File: config.mk
export PLATFORM = sky130hd
export DESIGN_NAME = p1_cache_ctrl
export DESIGN_NICKNAME = d
export VERILOG_FILES = /design/src/rtl/coh_pkg.sv /design/src/rtl/req_fifo.sv /design/src/rtl/p1_cache_ctrl.sv
export SDC_FILE = /design/constraint.sdc
export NUM_CORES = 1
export LEC_CHECK = 0
export ABC_CLOCK_PERIOD_IN_PS = 2900
export CAP_MARGIN = 5
export CELL_PAD_IN_SITES_DETAIL_PLACEMENT = 2
export CELL_PAD_IN_SITES_GLOBAL_PLACEMENT = 2
export CORE_MARGIN = 5
export CORE_UTILIZATION = 25
export CTS_CLUSTER_SIZE = 40
export DETAILED_ROUTE_END_ITERATION = 6
export GPL_TIMING_DRIVEN = 0
export PLACE_DENSITY_LB_ADDON = 0.1
export SLEW_MARGIN = 20
export SYNTH_ARGS = -nofsm -noshare
export SYNTH_HDL_FRONTEND = slang
export SYNTH_SLANG_ARGS = --single-unit
File: constraint.sdc
create_clock -name clk -period 2.9 [get_ports clk]
set_clock_uncertainty 0.05 [all_clocks]
set_input_delay 0.58 -clock clk [delete_from_list [all_inputs] [get_ports clk]]
set_output_delay 0.58 -clock clk [all_outputs]
set_load 0.01 [all_outputs]
File: src/rtl/coh_pkg.sv
// Shared definitions for the directory-based coherence slice.
// Holds the MSI line-state encoding, the directory request and snoop
// type codes, the controller FSM states and the address/data widths
// used by the processor-side cache controller and its request buffer.
package coh_pkg;

    localparam int ADDR_W = 8;
    localparam int DATA_W = 8;

    // MSI state of a cache line
    typedef enum logic [1:0] {
        ST_I = 2'd0,
        ST_S = 2'd1,
        ST_M = 2'd2
    } line_state_e;

    // Directory request codes
    localparam logic [1:0] REQ_GETS = 2'b00;
    localparam logic [1:0] REQ_GETM = 2'b01;
    localparam logic [1:0] REQ_PUTM = 2'b10;

    // Snoop type codes
    localparam logic SNP_INV = 1'b0;
    localparam logic SNP_DWN = 1'b1;

    // Controller FSM states
    typedef enum logic [2:0] {
        FSM_IDLE      = 3'd0,
        FSM_LOOKUP    = 3'd1,
        FSM_MISS_WB   = 3'd2,
        FSM_MISS_REQ  = 3'd3,
        FSM_WAIT_RESP = 3'd4
    } ctrl_state_e;

endpackage

File: src/rtl/req_fifo.sv
// Request buffer between the processor request stream and the cache FSM.
// Ports:
//   clk, rst_n       clock and asynchronous active-low reset
//   push_i, data_i   write an entry (ignored when full unless popping too)
//   pop_i            remove the head entry
//   data_o           head entry (valid when !empty_o)
//   full_o, empty_o  occupancy flags
// Pointers wrap naturally because DEPTH is a power of two.
module req_fifo #(
    parameter int WIDTH = 17,
    parameter int DEPTH = 4
) (
    input  logic             clk,
    input  logic             rst_n,
    input  logic             push_i,
    input  logic             pop_i,
    input  logic [WIDTH-1:0] data_i,
    output logic [WIDTH-1:0] data_o,
    output logic             full_o,
    output logic             empty_o
);

    localparam int PTR_W = $clog2(DEPTH);
    localparam logic [PTR_W:0] FULL_CNT = DEPTH[PTR_W:0];

    logic [WIDTH-1:0] mem_q [DEPTH];
    logic [PTR_W-1:0] wrPtr_q;
    logic [PTR_W-1:0] rdPtr_q;
    logic [PTR_W:0]   count_q;
    logic             doPush;
    logic             doPop;

    assign full_o  = (count_q == FULL_CNT);
    assign empty_o = (count_q == '0);
    assign data_o  = mem_q[rdPtr_q];

    // A push while full is only taken when the head leaves in the same cycle
    assign doPush = push_i && (!full_o || pop_i);
    assign doPop  = pop_i && !empty_o;

    // Storage needs no reset; only the pointers decide what is valid
    always_ff @(posedge clk) begin
        if (doPush) begin
            mem_q[wrPtr_q] <= data_i;
        end
    end

    // Pointer and occupancy bookkeeping
    always_ff @(posedge clk or negedge rst_n) begin
        if (!rst_n) begin
            wrPtr_q <= '0;
            rdPtr_q <= '0;
            count_q <= '0;
        end else begin
            if (doPush) begin
                wrPtr_q <= wrPtr_q + 1'b1;
            end
            if (doPop) begin
                rdPtr_q <= rdPtr_q + 1'b1;
            end
            if (doPush && !doPop) begin
                count_q <= count_q + 1'b1;
            end else if (doPop && !doPush) begin
                count_q <= count_q - 1'b1;
            end
        end
    end

endmodule

File: src/rtl/p1_cache_ctrl.sv
// Private MSI cache controller for processor 1.
// Buffers processor requests, serves them from a direct-mapped cache and
// fetches/upgrades/writes back lines through the home directory. Also
// answers directory invalidate/downgrade snoops.
// Ports:
//   clk, rst_n                     clock, asynchronous active-low reset
//   req_valid/operationP1/
//   addressP1/dataP1               processor request stream
//   rd_done/rd_data, wr_done       completion pulses
//   overflow                       sticky dropped-request flag
//   dir_req_*                      request channel to the directory
//   dir_resp_valid/dir_resp_data   fill/grant from the directory
//   snp_*                          snoop channel and dirty-data return
module p1_cache_ctrl
    import coh_pkg::*;
#(
    parameter int NUM_LINES  = 4,
    parameter int FIFO_DEPTH = 4
) (
    input  logic              clk,
    input  logic              rst_n,
    input  logic              req_valid,
    input  logic              operationP1,
    input  logic [ADDR_W-1:0] addressP1,
    input  logic [DATA_W-1:0] dataP1,
    output logic              rd_done,
    output logic [DATA_W-1:0] rd_data,
    output logic              wr_done,
    output logic              overflow,
    output logic              dir_req_valid,
    input  logic              dir_req_ready,
    output logic [1:0]        dir_req_type,
    output logic [ADDR_W-1:0] dir_req_addr,
    output logic [DATA_W-1:0] dir_req_data,
    input  logic              dir_resp_valid,
    input  logic [DATA_W-1:0] dir_resp_data,
    input  logic              snp_valid,
    input  logic              snp_type,
    input  logic [ADDR_W-1:0] snp_addr,
    output logic              snp_ready,
    output logic              snp_wb_valid,
    output logic [DATA_W-1:0] snp_wb_data
);

    localparam int IDX_W = $clog2(NUM_LINES);
    localparam int TAG_W = ADDR_W - IDX_W;
    localparam int ENT_W = 1 + ADDR_W + DATA_W;

    ctrl_state_e       state_q;
    line_state_e       lineState_q [NUM_LINES];
    logic [TAG_W-1:0]  lineTag_q   [NUM_LINES];
    logic [DATA_W-1:0] lineData_q  [NUM_LINES];

    logic              curWrite_q;
    logic [ADDR_W-1:0] curAddr_q;
    logic [DATA_W-1:0] curData_q;

    logic              rdDone_q;
    logic [DATA_W-1:0] rdData_q;
    logic              wrDone_q;
    logic              overflow_q;
    logic              dirReqValid_q;
    logic [1:0]        dirReqType_q;
    logic [ADDR_W-1:0] dirReqAddr_q;
    logic [DATA_W-1:0] dirReqData_q;
    logic              snpWbValid_q;
    logic [DATA_W-1:0] snpWbData_q;

    logic              fifoFull;
    logic              fifoEmpty;
    logic [ENT_W-1:0]  fifoHead;
    logic              pop_d;
    logic              push_d;

    // Request buffer; the FSM only pops from IDLE when no snoop is waiting
    assign pop_d  = (state_q == FSM_IDLE) && !snp_valid && !fifoEmpty;
    assign push_d = req_valid;

    req_fifo #(
        .WIDTH (ENT_W),
        .DEPTH (FIFO_DEPTH)
    ) u_req_fifo (
        .clk     (clk),
        .rst_n   (rst_n),
        .push_i  (push_d),
        .pop_i   (pop_d),
        .data_i  ({operationP1, addressP1, dataP1}),
        .data_o  (fifoHead),
        .full_o  (fifoFull),
        .empty_o (fifoEmpty)
    );

    // Lookup of the request currently owned by the FSM
    logic [IDX_W-1:0] curIdx;
    logic [TAG_W-1:0] curTag;
    line_state_e      curState;
    logic             tagMatch;
    logic             readHit;
    logic             writeHit;
    logic             upgrade;
    logic             victimDirty;

    assign curIdx      = curAddr_q[IDX_W-1:0];
    assign curTag      = curAddr_q[ADDR_W-1:IDX_W];
    assign curState    = lineState_q[curIdx];
    assign tagMatch    = (lineTag_q[curIdx] == curTag);
    assign readHit     = !curWrite_q && tagMatch && (curState != ST_I);
    assign writeHit    = curWrite_q && tagMatch && (curState == ST_M);
    assign upgrade     = curWrite_q && tagMatch && (curState == ST_S);
    assign victimDirty = !tagMatch && (curState == ST_M);

    // Fill being installed this cycle
    logic              installNow;
    line_state_e       installState;
    logic [DATA_W-1:0] installData;

    assign installNow   = (state_q == FSM_WAIT_RESP) && dir_resp_valid;
    assign installState = curWrite_q ? ST_M : ST_S;
    assign installData  = curWrite_q ? curData_q : dir_resp_data;

    // Snoops see the line as it will be after a same-cycle install
    logic              snpAccept;
    logic [IDX_W-1:0]  snpIdx;
    logic [TAG_W-1:0]  snpTag;
    logic              sameLine;
    line_state_e       effState;
    logic [TAG_W-1:0]  effTag;
    logic [DATA_W-1:0] effData;
    logic              snpHit;
    line_state_e       snpNewState;

    assign snpAccept = snp_valid && ((state_q == FSM_IDLE) || (state_q == FSM_WAIT_RESP));
    assign snp_ready = snpAccept;
    assign snpIdx    = snp_addr[IDX_W-1:0];
    assign snpTag    = snp_addr[ADDR_W-1:IDX_W];
    assign sameLine  = installNow && (snpIdx == curIdx);
    assign effState  = sameLine ? installState : lineState_q[snpIdx];
    assign effTag    = sameLine ? curTag : lineTag_q[snpIdx];
    assign effData   = sameLine ? installData : lineData_q[snpIdx];
    assign snpHit    = (effState != ST_I) && (effTag == snpTag);

    always_comb begin
        snpNewState = effState;
        if (snp_type == SNP_INV) begin
            snpNewState = ST_I;
        end else if ((snp_type == SNP_DWN) && (effState == ST_M)) begin
            snpNewState = ST_S;
        end
    end

    // Controller FSM, line arrays and all registered outputs
    always_ff @(posedge clk or negedge rst_n) begin
        if (!rst_n) begin
            state_q       <= FSM_IDLE;
            curWrite_q    <= 1'b0;
            curAddr_q     <= '0;
            curData_q     <= '0;
            rdDone_q      <= 1'b0;
            rdData_q      <= '0;
            wrDone_q      <= 1'b0;
            overflow_q    <= 1'b0;
            dirReqValid_q <= 1'b0;
            dirReqType_q  <= '0;
            dirReqAddr_q  <= '0;
            dirReqData_q  <= '0;
            snpWbValid_q  <= 1'b0;
            snpWbData_q   <= '0;
            for (int i = 0; i < NUM_LINES; i++) begin
                lineState_q[i] <= ST_I;
                lineTag_q[i]   <= '0;
                lineData_q[i]  <= '0;
            end
        end else begin
            rdDone_q     <= 1'b0;
            wrDone_q     <= 1'b0;
            snpWbValid_q <= 1'b0;

            if (req_valid && fifoFull && !pop_d) begin
                overflow_q <= 1'b1;
            end

            unique case (state_q)
                FSM_IDLE: begin
                    if (pop_d) begin
                        curWrite_q <= fifoHead[ENT_W-1];
                        curAddr_q  <= fifoHead[ENT_W-2:DATA_W];
                        curData_q  <= fifoHead[DATA_W-1:0];
                        state_q    <= FSM_LOOKUP;
                    end
                end
                FSM_LOOKUP: begin
                    if (readHit) begin
                        rdDone_q <= 1'b1;
                        rdData_q <= lineData_q[curIdx];
                        state_q  <= FSM_IDLE;
                    end else if (writeHit) begin
                        wrDone_q           <= 1'b1;
                        lineData_q[curIdx] <= curData_q;
                        state_q            <= FSM_IDLE;
                    end else if (victimDirty) begin
                        dirReqValid_q <= 1'b1;
                        dirReqType_q  <= REQ_PUTM;
                        dirReqAddr_q  <= {lineTag_q[curIdx], curIdx};
                        dirReqData_q  <= lineData_q[curIdx];
                        state_q       <= FSM_MISS_WB;
                    end else begin
                        // Clean victims are dropped silently; an upgrade keeps its S copy
                        if (!upgrade) begin
                            lineState_q[curIdx] <= ST_I;
                        end
                        dirReqValid_q <= 1'b1;
                        dirReqType_q  <= curWrite_q ? REQ_GETM : REQ_GETS;
                        dirReqAddr_q  <= curAddr_q;
                        dirReqData_q  <= '0;
                        state_q       <= FSM_MISS_REQ;
                    end
                end
                FSM_MISS_WB: begin
                    if (dir_req_ready) begin
                        lineState_q[curIdx] <= ST_I;
                        dirReqType_q        <= curWrite_q ? REQ_GETM : REQ_GETS;
                        dirReqAddr_q        <= curAddr_q;
                        dirReqData_q        <= '0;
                        state_q             <= FSM_MISS_REQ;
                    end
                end
                FSM_MISS_REQ: begin
                    if (dir_req_ready) begin
                        dirReqValid_q <= 1'b0;
                        state_q       <= FSM_WAIT_RESP;
                    end
                end
                FSM_WAIT_RESP: begin
                    if (dir_resp_valid) begin
                        lineState_q[curIdx] <= installState;
                        lineTag_q[curIdx]   <= curTag;
                        lineData_q[curIdx]  <= installData;
                        if (curWrite_q) begin
                            wrDone_q <= 1'b1;
                        end else begin
                            rdDone_q <= 1'b1;
                            rdData_q <= dir_resp_data;
                        end
                        state_q <= FSM_IDLE;
                    end
                end
                default: state_q <= FSM_IDLE;
            endcase

            // Placed after the install so the snoop result wins on the same line
            if (snpAccept && snpHit) begin
                lineState_q[snpIdx] <= snpNewState;
                if (effState == ST_M) begin
                    snpWbValid_q <= 1'b1;
                    snpWbData_q  <= effData;
                end
            end
        end
    end

    assign rd_done       = rdDone_q;
    assign rd_data       = rdData_q;
    assign wr_done       = wrDone_q;
    assign overflow      = overflow_q;
    assign dir_req_valid = dirReqValid_q;
    assign dir_req_type  = dirReqType_q;
    assign dir_req_addr  = dirReqAddr_q;
    assign dir_req_data  = dirReqData_q;
    assign snp_wb_valid  = snpWbValid_q;
    assign snp_wb_data   = snpWbData_q;

endmodule

==> results of run 1 <==
==> synth_stat cells, drive strengths merged, types with 6 or more instances <==
cell type  instances
nand4              6
dfrtp            130
buf               16
nor2              23
o21ai             17
mux2i             19
mux4              49
nand2             24
nor2b              7
clkbuf            13
xnor2             11
a21oi             19
xor2               7
edfxtp            68
inv               16
mux2             127
==> critical path, cell delays in order, from the launching register on <==
cell and delay (ns):
sky130_fd_sc_hd__dfrtp_1 0.37, sky130_fd_sc_hd__clkbuf_4 0.19, sky130_fd_sc_hd__nand4bb_4 0.26, sky130_fd_sc_hd__buf_8 0.19
sky130_fd_sc_hd__o31a_1 0.33, sky130_fd_sc_hd__or3_4 0.40, sky130_fd_sc_hd__a221oi_4 0.35, sky130_fd_sc_hd__nand4_4 0.12
sky130_fd_sc_hd__buf_12 0.18, sky130_fd_sc_hd__mux2_2 0.28
==> how the worst max path moves through the flow <==
stage | to | cells after the start | slack, ns
after floorplan | snp_wb_data[0] | 7 | 0.14
after global placement | u_req_fifo.wrPtr_q[0] | 1 | -4.42
after detailed placement | snp_wb_data[5] | 9 | -1.52
after CTS | snp_wb_data[2] | 9 | 0.004
after global routing | lineData_q[14] | 6 | -0.04
final | snp_wb_data[5] | 9 | 0.05
==> logic make-up after synthesis <==
| group | count (synthesis) |
|---|---|
| mux | 195 |
| flops | 198 |
| fa+ha+maj | 6 |
| buf+inv | 46 |
| xor+xnor | 18 |
| simple gates | 94 |
| compound gates | 65 |
==> flip-flops by register name, indices dropped and copies added (netlist names) <==
signal	cells
dir_req_valid	1
u_req_fifo.wrPtr_q	2
u_req_fifo.count_q	3
dir_req_data	8
lineData_q	32
curWrite_q	1
rd_done	1
snp_wb_data	8
lineTag_q	24
lineState_q	8
u_req_fifo.mem_q	68
overflow	1
dir_req_addr	8
curAddr_q	8
curData_q	8
dir_req_type	2
snp_wb_valid	1
state_q	3
rd_data	8
wr_done	1
u_req_fifo.rdPtr_q	2
==> power breakdown <==
part,total [W],internal [W],switching [W],leakage (nW)
Combinational,0.00479,0.00237,0.00242,2.22
Sequential,0.00433,0.00370,0.000632,2.30
Clock,0.00245,0.00120,0.00125,0.298
==> final cells by class <==
| cell class | instances | area (um^2) | share of cell area (%) |
|---|---|---|---|
| multi-input combinational | 378 | 4248 | 34.97 |
| timing repair buffer | 105 | 1094 | 9.004 |
| clock inverter | 14 | 167.7 | 1.380 |
| tap | 511 | 639.4 | 5.264 |
| clock buffer | 18 | 439.2 | 3.616 |
| sequential | 198 | 5298 | 43.62 |
| inverter | 17 | 63.81 | 0.5254 |
| buffer | 28 | 196.4 | 1.617 |
==> per-layer routing <==
layer | vias to the layer above | global-route usage (%) | routed length (um)
li1 | 2627 | - | -
met1 | 3155 | 19.20 | 13320
met2 | 106 | 23.07 | 13960
met3 | 35 | 2.856 | 790
met4 | 0 | 4.570 | 729
met5 | - | 0 | 0
==> what timing repair did <==
action / in CTS / in global routing
pin swaps: 9 / 10
setup buffers: 15 / 8
gates cloned: 0 / 1
endpoints found under the hold margin: 44 / 0
endpoints found under the setup margin: 174 / 119
hold buffers: 1 / 0
gates resized for setup: 52 / 32
==> stage by stage <==
step,instance area [um^2],hold slack [ns],utilization [%]
after floorplan,9438,0.2344,-
after global placement,10870,0.4372,28.99
after detailed placement,10900,0.4270,29.08
after CTS,11930,0.4477,31.82
after global routing,12150,0.4693,32.40
final,12150,0.4321,32.40
==> cell usage in the layout (no fill, tap or decap), drive strengths merged, types with 2 or more instances in the layout <==
cell type,n
a21oi,19
a31oi,2
clkbuf,33
or3,5
o31ai,5
nand4,6
nand4b,2
xor2,7
mux2i,19
nand2,24
nor2b,7
inv,25
edfxtp,68
mux4,49
o21ai,17
dlygate4sd2,2
nor3,5
o21a,2
nand2b,5
a311o,2
o21bai,2
o31a,4
nor4,3
clkdlybuf4s50,75
clkdlybuf4s15,2
a2111oi,4
clkinv,6
xnor2,11
ha,5
dfrtp,130
mux2,127
and4,4
and2,5
buf,37
nor2,23
==> flow_summary_export.csv, run 1 <==
group,metric,value,unit
global_route,all_layer_global_routing_usage,14.22,%
sta,timing.final.crit_share,98.16,%
sta,timing_hold_violations_final,0,
critical_path,critical_path_arrival,3.13,ns
pwr,power.static_leakage,4.821,nW
clock_network,cts_num_sinks,198,
clock_network,clock_tree_from_tritoncts,"yes",
synthesis,number_of_instances_in_the_synthesized_netlist,622,
place,number_of_instances_in_the_placed_design,1213,
synthesis,muxShareOfSynthArea,28.86,%
route,detail_route.wl_per_cell,22.70,um
sta,final.setup.worst_slack,0.05350,ns
global_route,first_global_vias,6884,
clock_network,worstSkewPairLatency,0.46,ns
floorplan,rows,71,
cells_and_area,area_growth_syn_to_layout,28.69,%
pwr,vdd.ir_drop.worst,0.0004934,V
synthesis,synthXorXnorAreaFrac,1.670,%
floorplan,fp.dieH,204.3,um
hold_path,worstHoldStart,"overflow",
run_status,run_status,"complete, no violations",
sta,final.min_clock_period,2.846,ns
global_route,grt_first_pass_wirelength,44470,um
cells_and_area,drive_above_1_share,38.79,%
global_route,initial_antenna_violation_count,0,
floorplan,ioPinCount,80,
route,detail_route.wirelength,28800,um
synthesis,yosys_warnings,0,
route,detail_route.iter0.violations,207,
global_route,gr-total-overflow,0,
sta,finalSetupTns,0,ns
critical_path,reg2regPathDepth,9,
floorplan,floorplan.initialDensity,25.18,%
synthesis,post-synth-top-area-cell,"sky130_fd_sc_hd__dfrtp_1",
sta,slew_headroom,33.07,%
synthesis,synth_simple_gate_area_share,5.528,%
critical_path,critPathLaunch,"state_q[0]",
critical_path,timing_worst_setup_path_type,"register to register",
sta,timing_max_transition_violations_final,0,
clock_network,clock_transition_time_at_the_flip_flop_clock_pins_of_the_worst_setup_and_hold_paths,0.08,ns
place,finalWeightedCongestion,0.7486,
cells_and_area,fillerInstances,3848,
floorplan,horizontal_die_dimension,204.3,um
critical_path,timing.critical_path.required,3.18,ns
route,detailed_routing_iterations_pass_1,4,
sta,rsz0062_at_grt,"true",
cells_and_area,antenna-diode-count,0,
synthesis,yosysTopAreaCellShare,34.47,%
route,via_to_cell_ratio,4.667,
sta,peak_freq,351.3,MHz
synthesis,synth.top_cells.by_area,"sky130_fd_sc_hd__dfrtp_1 34%, sky130_fd_sc_hd__edfxtp_1 22%, sky130_fd_sc_hd__mux2_2 15%",
synthesis,synth_compound_gate_area_share,4.932,%
synthesis,async_reset_ff_share,65.66,%
place,port_buffers,79,
run,max_cap_viol_count,0,
place,place_ws,-1.516,ns
floorplan,design.core.area,37490,um^2
hold_path,timing.hold.worst_path_depth,1,
cells_and_area,final_net_count,791,
synthesis,netlist_area,9438,um^2
synthesis,synth.ff_latch_count,198,
critical_path,cp-start-kind,"register",
clock_network,htree_num_levels,4,
hold_path,min_delay_worst_type,"register to register",
place,post-dp-hpwl,20330,um
critical_path,rrSetupSlack,0.05,ns
route,drc_errors,0,
global_route,maximum_number_of_pins_on_one_net_before_global_route_repair,87,
critical_path,critPathMaxFanout,10,
clock_network,cts_made_buffers,17,
synthesis,dominant_combinational_cell_family_by_area_after_synthesis,"multiplexers",
synthesis,synthAdderAreaFrac,0.8750,%
synthesis,synth_nets,668,
route,detail-route-antenna-nets,0,
floorplan,fp.dieArea,41740,um^2
pwr,p_total,0.01157,W
cells_and_area,stdcell_count,1269,
critical_path,r2r_start,"state_q[0]",
synthesis,ys_dominant_reg_cell,"sky130_fd_sc_hd__dfrtp_1",
sta,finalSetupViolCount,0,
sta,transition_at_the_pin_with_the_smallest_max_transition_slack,1.004,ns
clock_network,clk_path_buf_depth,2,
clock_network,clk_root_buffer_cell,"sky130_fd_sc_hd__clkbuf_16",
synthesis,postSynthAreaPerCell,15.17,um^2
synthesis,post_synth_num_cell_types,55,
synthesis,synth_seq_area_share,56.10,%
route,detailed_route_via_count,5923,
synthesis,synth_enable_flop_cells,68,
critical_path,timing.rr.end,"snp_wb_data[5]",
critical_path,critical_path.endpoint_type,"register",
hold_path,hold_path_end,"overflow",
pwr,power.density,952.8,nW/um^2
Power figures use the tool's default switching activity.
==> run 2: changes to the inputs <==
CORE_UTILIZATION = 42   (was 25)
==> flow_summary_export.csv, run 2 (synthesis results as in run 1) <==
group,metric,value,unit
route,via_to_cell_ratio,5.705,
critical_path,critical_path_arrival,3.09,ns
critical_path,timing_worst_setup_path_type,"register to register",
clock_network,clk_path_buf_depth,2,
global_route,first_global_vias,6763,
global_route,maximum_number_of_pins_on_one_net_before_global_route_repair,86,
floorplan,ioPinCount,80,
clock_network,clock_tree_from_tritoncts,"yes",
cells_and_area,regMostFlops,"u_req_fifo.mem_q",
route,detail-route-antenna-nets,0,
run,max_cap_viol_count,0,
cells_and_area,drive_above_1_share,37.67,%
sta,timing_max_transition_violations_final,0,
sta,slew_headroom,36.61,%
clock_network,clk_root_buffer_cell,"sky130_fd_sc_hd__clkbuf_16",
cells_and_area,largest_register_ff_count,68,
cells_and_area,post_route_cell_area,11760,um^2
pwr,clock_power_share,21.5,%
sta,timing.final.crit_share,97.04,%
cells_and_area,postLayoutCoreUtil,53.57,%
pwr,p_sw_share,36.91,%
global_route,all_layer_global_routing_usage,20.46,%
pwr,vdd.ir_drop.worst,0.0004708,V
cells_and_area,leading_cell_type_in_the_layout_fill_and_taps_excluded,"sky130_fd_sc_hd__dfrtp_1",
clock_network,htree_num_levels,4,
floorplan,horizontal_die_dimension,159.9,um
pwr,power.static_leakage,4.780,nW
pwr,p_switching,0.004270,W
floorplan,floorplan.initialDensity,42.98,%
route,drc_errors,0,
pwr,power.density,983.4,nW/um^2
pwr,power_frac_seq,37.1,%
critical_path,timing.critical_path.required,3.17,ns
global_route,initial_antenna_violation_count,0,
cells_and_area,biggest_regs,"u_req_fifo.mem_q x68, lineData_q x32, lineTag_q x24",
clock_network,cts_num_sinks,198,
route,detailed_routing_iterations_pass_1,5,
clock_network,clock_transition_time_at_the_flip_flop_clock_pins_of_the_worst_setup_and_hold_paths,0.09,ns
clock_network,worstSkewPairLatency,0.44,ns
global_route,gr-total-overflow,0,
place,finalWeightedCongestion,0.8037,
place,post-dp-hpwl,18070,um
critical_path,cp-start-kind,"register",
floorplan,rows,54,
critical_path,critical_path.endpoint_type,"register",
clock_network,cts_made_buffers,17,
floorplan,design.core.area,21960,um^2
cells_and_area,fillerInstances,1946,
cells_and_area,stdcell_count,1034,
pwr,internal_power,0.007298,W
place,port_buffers,79,
cells_and_area,antenna-diode-count,0,
route,detailed_route_via_count,5899,
sta,finalSetupViolCount,0,
sta,transition_at_the_pin_with_the_smallest_max_transition_slack,0.9508,ns
route,detail_route.wl_per_cell,25.08,um
critical_path,critPathMaxFanout,6,
place,number_of_instances_in_the_placed_design,982,
pwr,comb_power_share,41.4,%
route,detail_route.iter0.violations,241,
hold_path,min_delay_worst_type,"register to register",
route,detail_route.wirelength,25940,um
sta,peak_freq,355.3,MHz
global_route,grt_first_pass_wirelength,40520,um
sta,final.min_clock_period,2.814,ns
floorplan,fp.dieH,159.9,um
cells_and_area,final_net_count,787,
floorplan,fp.dieArea,25570,um^2
cells_and_area,area_growth_syn_to_layout,24.63,%
place,post_place_cell_area,10610,um^2
sta,timing_hold_violations_final,0,
cells_and_area,layout.cells.most_common_list,"129 x sky130_fd_sc_hd__dfrtp_1, 122 x sky130_fd_sc_hd__mux2_2, 75 x sky130_fd_sc_hd__clkdlybuf4s50_1",
run_status,run_status,"complete, no violations",
## run 2: path summary, 6_finish.rpt
| path | start | depth (start not counted) | slack (ns) | endpoint |
|---|---|---|---|---|
| worst min-delay path | overflow | 1 | 0.45 | overflow |
| min in group asynchronous | rst_n | 2 | 0.57 | dir_req_addr[4] |
| worst min register to register | overflow | 1 | 0.45 | overflow |
| max in group asynchronous | rst_n | 3 | 1.47 | curData_q[3] |
| worst max register to register | curAddr_q[0] | 8 | 0.09 | dir_req_addr[3] |
| worst max-delay path | curAddr_q[0] | 8 | 0.09 | dir_req_addr[3] |
## run 2: through the flow
stage | setup WS (ns) | hold slack [ns] | setup TNS (ns) | total power, W
after floorplan | 0.1415 | 0.2344 | 0 | 0.006999
final | 0.08580 | 0.4489 | 0 | 0.01157
after global placement | -3.973 | 0.4317 | -572.00 | 0.008249
after CTS | 0.006173 | 0.4537 | 0 | 0.01141
after global routing | -0.02142 | 0.4730 | -0.1050 | 0.01222
after detailed placement | -1.219 | 0.4200 | -67.65 | 0.008560
## run 2: cell type report
| cell class | count | area, um^2 | share of cell area [%] |
|---|---|---|---|
| Tap cell | 280 | 350.3 | 2.978 |
| Inverter | 17 | 63.81 | 0.5425 |
| Clock inverter | 15 | 205.2 | 1.745 |
| Buffer | 27 | 185.2 | 1.574 |
| Multi-Input combinational cell | 378 | 4190 | 35.62 |
| Clock buffer | 17 | 425.4 | 3.617 |
| Sequential cell | 198 | 5296 | 45.03 |
| Timing Repair Buffer | 102 | 1046 | 8.893 |
## run 2: repair_timing
action | 4_1_cts | 5_1_grt
gates resized for setup | 48 | 23
endpoints found under the hold margin | 35 | 0
endpoints found under the setup margin | 101 | 74
setup buffers | 11 | 9
hold buffers | 1 | 0
pin swaps | 9 | 7
gates cloned | 0 | 1
## run 2: power by group through the flow
stage	Sequential [W]	Clock [W]	Combinational, W
after floorplan	0.00414	0	0.00286
after global placement	0.00421	0	0.00404
after detailed placement	0.00431	0	0.00425
after CTS	0.00427	0.00255	0.00459
after global routing	0.00438	0.00269	0.00516
final	0.00429	0.00249	0.00478
## run 2: routing by layer
layer / part of all wire (%) / vias to the layer above / global-route usage, %
met5: 0 / - / 0
met4: 1.5 / 0 / 5.123
met3: 3.6 / 27 / 3.814
met2: 52 / 119 / 34.98
met1: 43 / 3145 / 27.18
li1: - / 2608 / -
## run 2: worst max-delay path, stage by stage, from the launching register on
cell	delay [ns]
sky130_fd_sc_hd__dfrtp_2	0.44
sky130_fd_sc_hd__buf_12	0.14
sky130_fd_sc_hd__mux4_2	0.54
sky130_fd_sc_hd__xnor2_2	0.26
sky130_fd_sc_hd__nand4_4	0.23
sky130_fd_sc_hd__o221ai_4	0.28
sky130_fd_sc_hd__buf_12	0.17
sky130_fd_sc_hd__mux2_2	0.33
sky130_fd_sc_hd__mux2_2	0.26
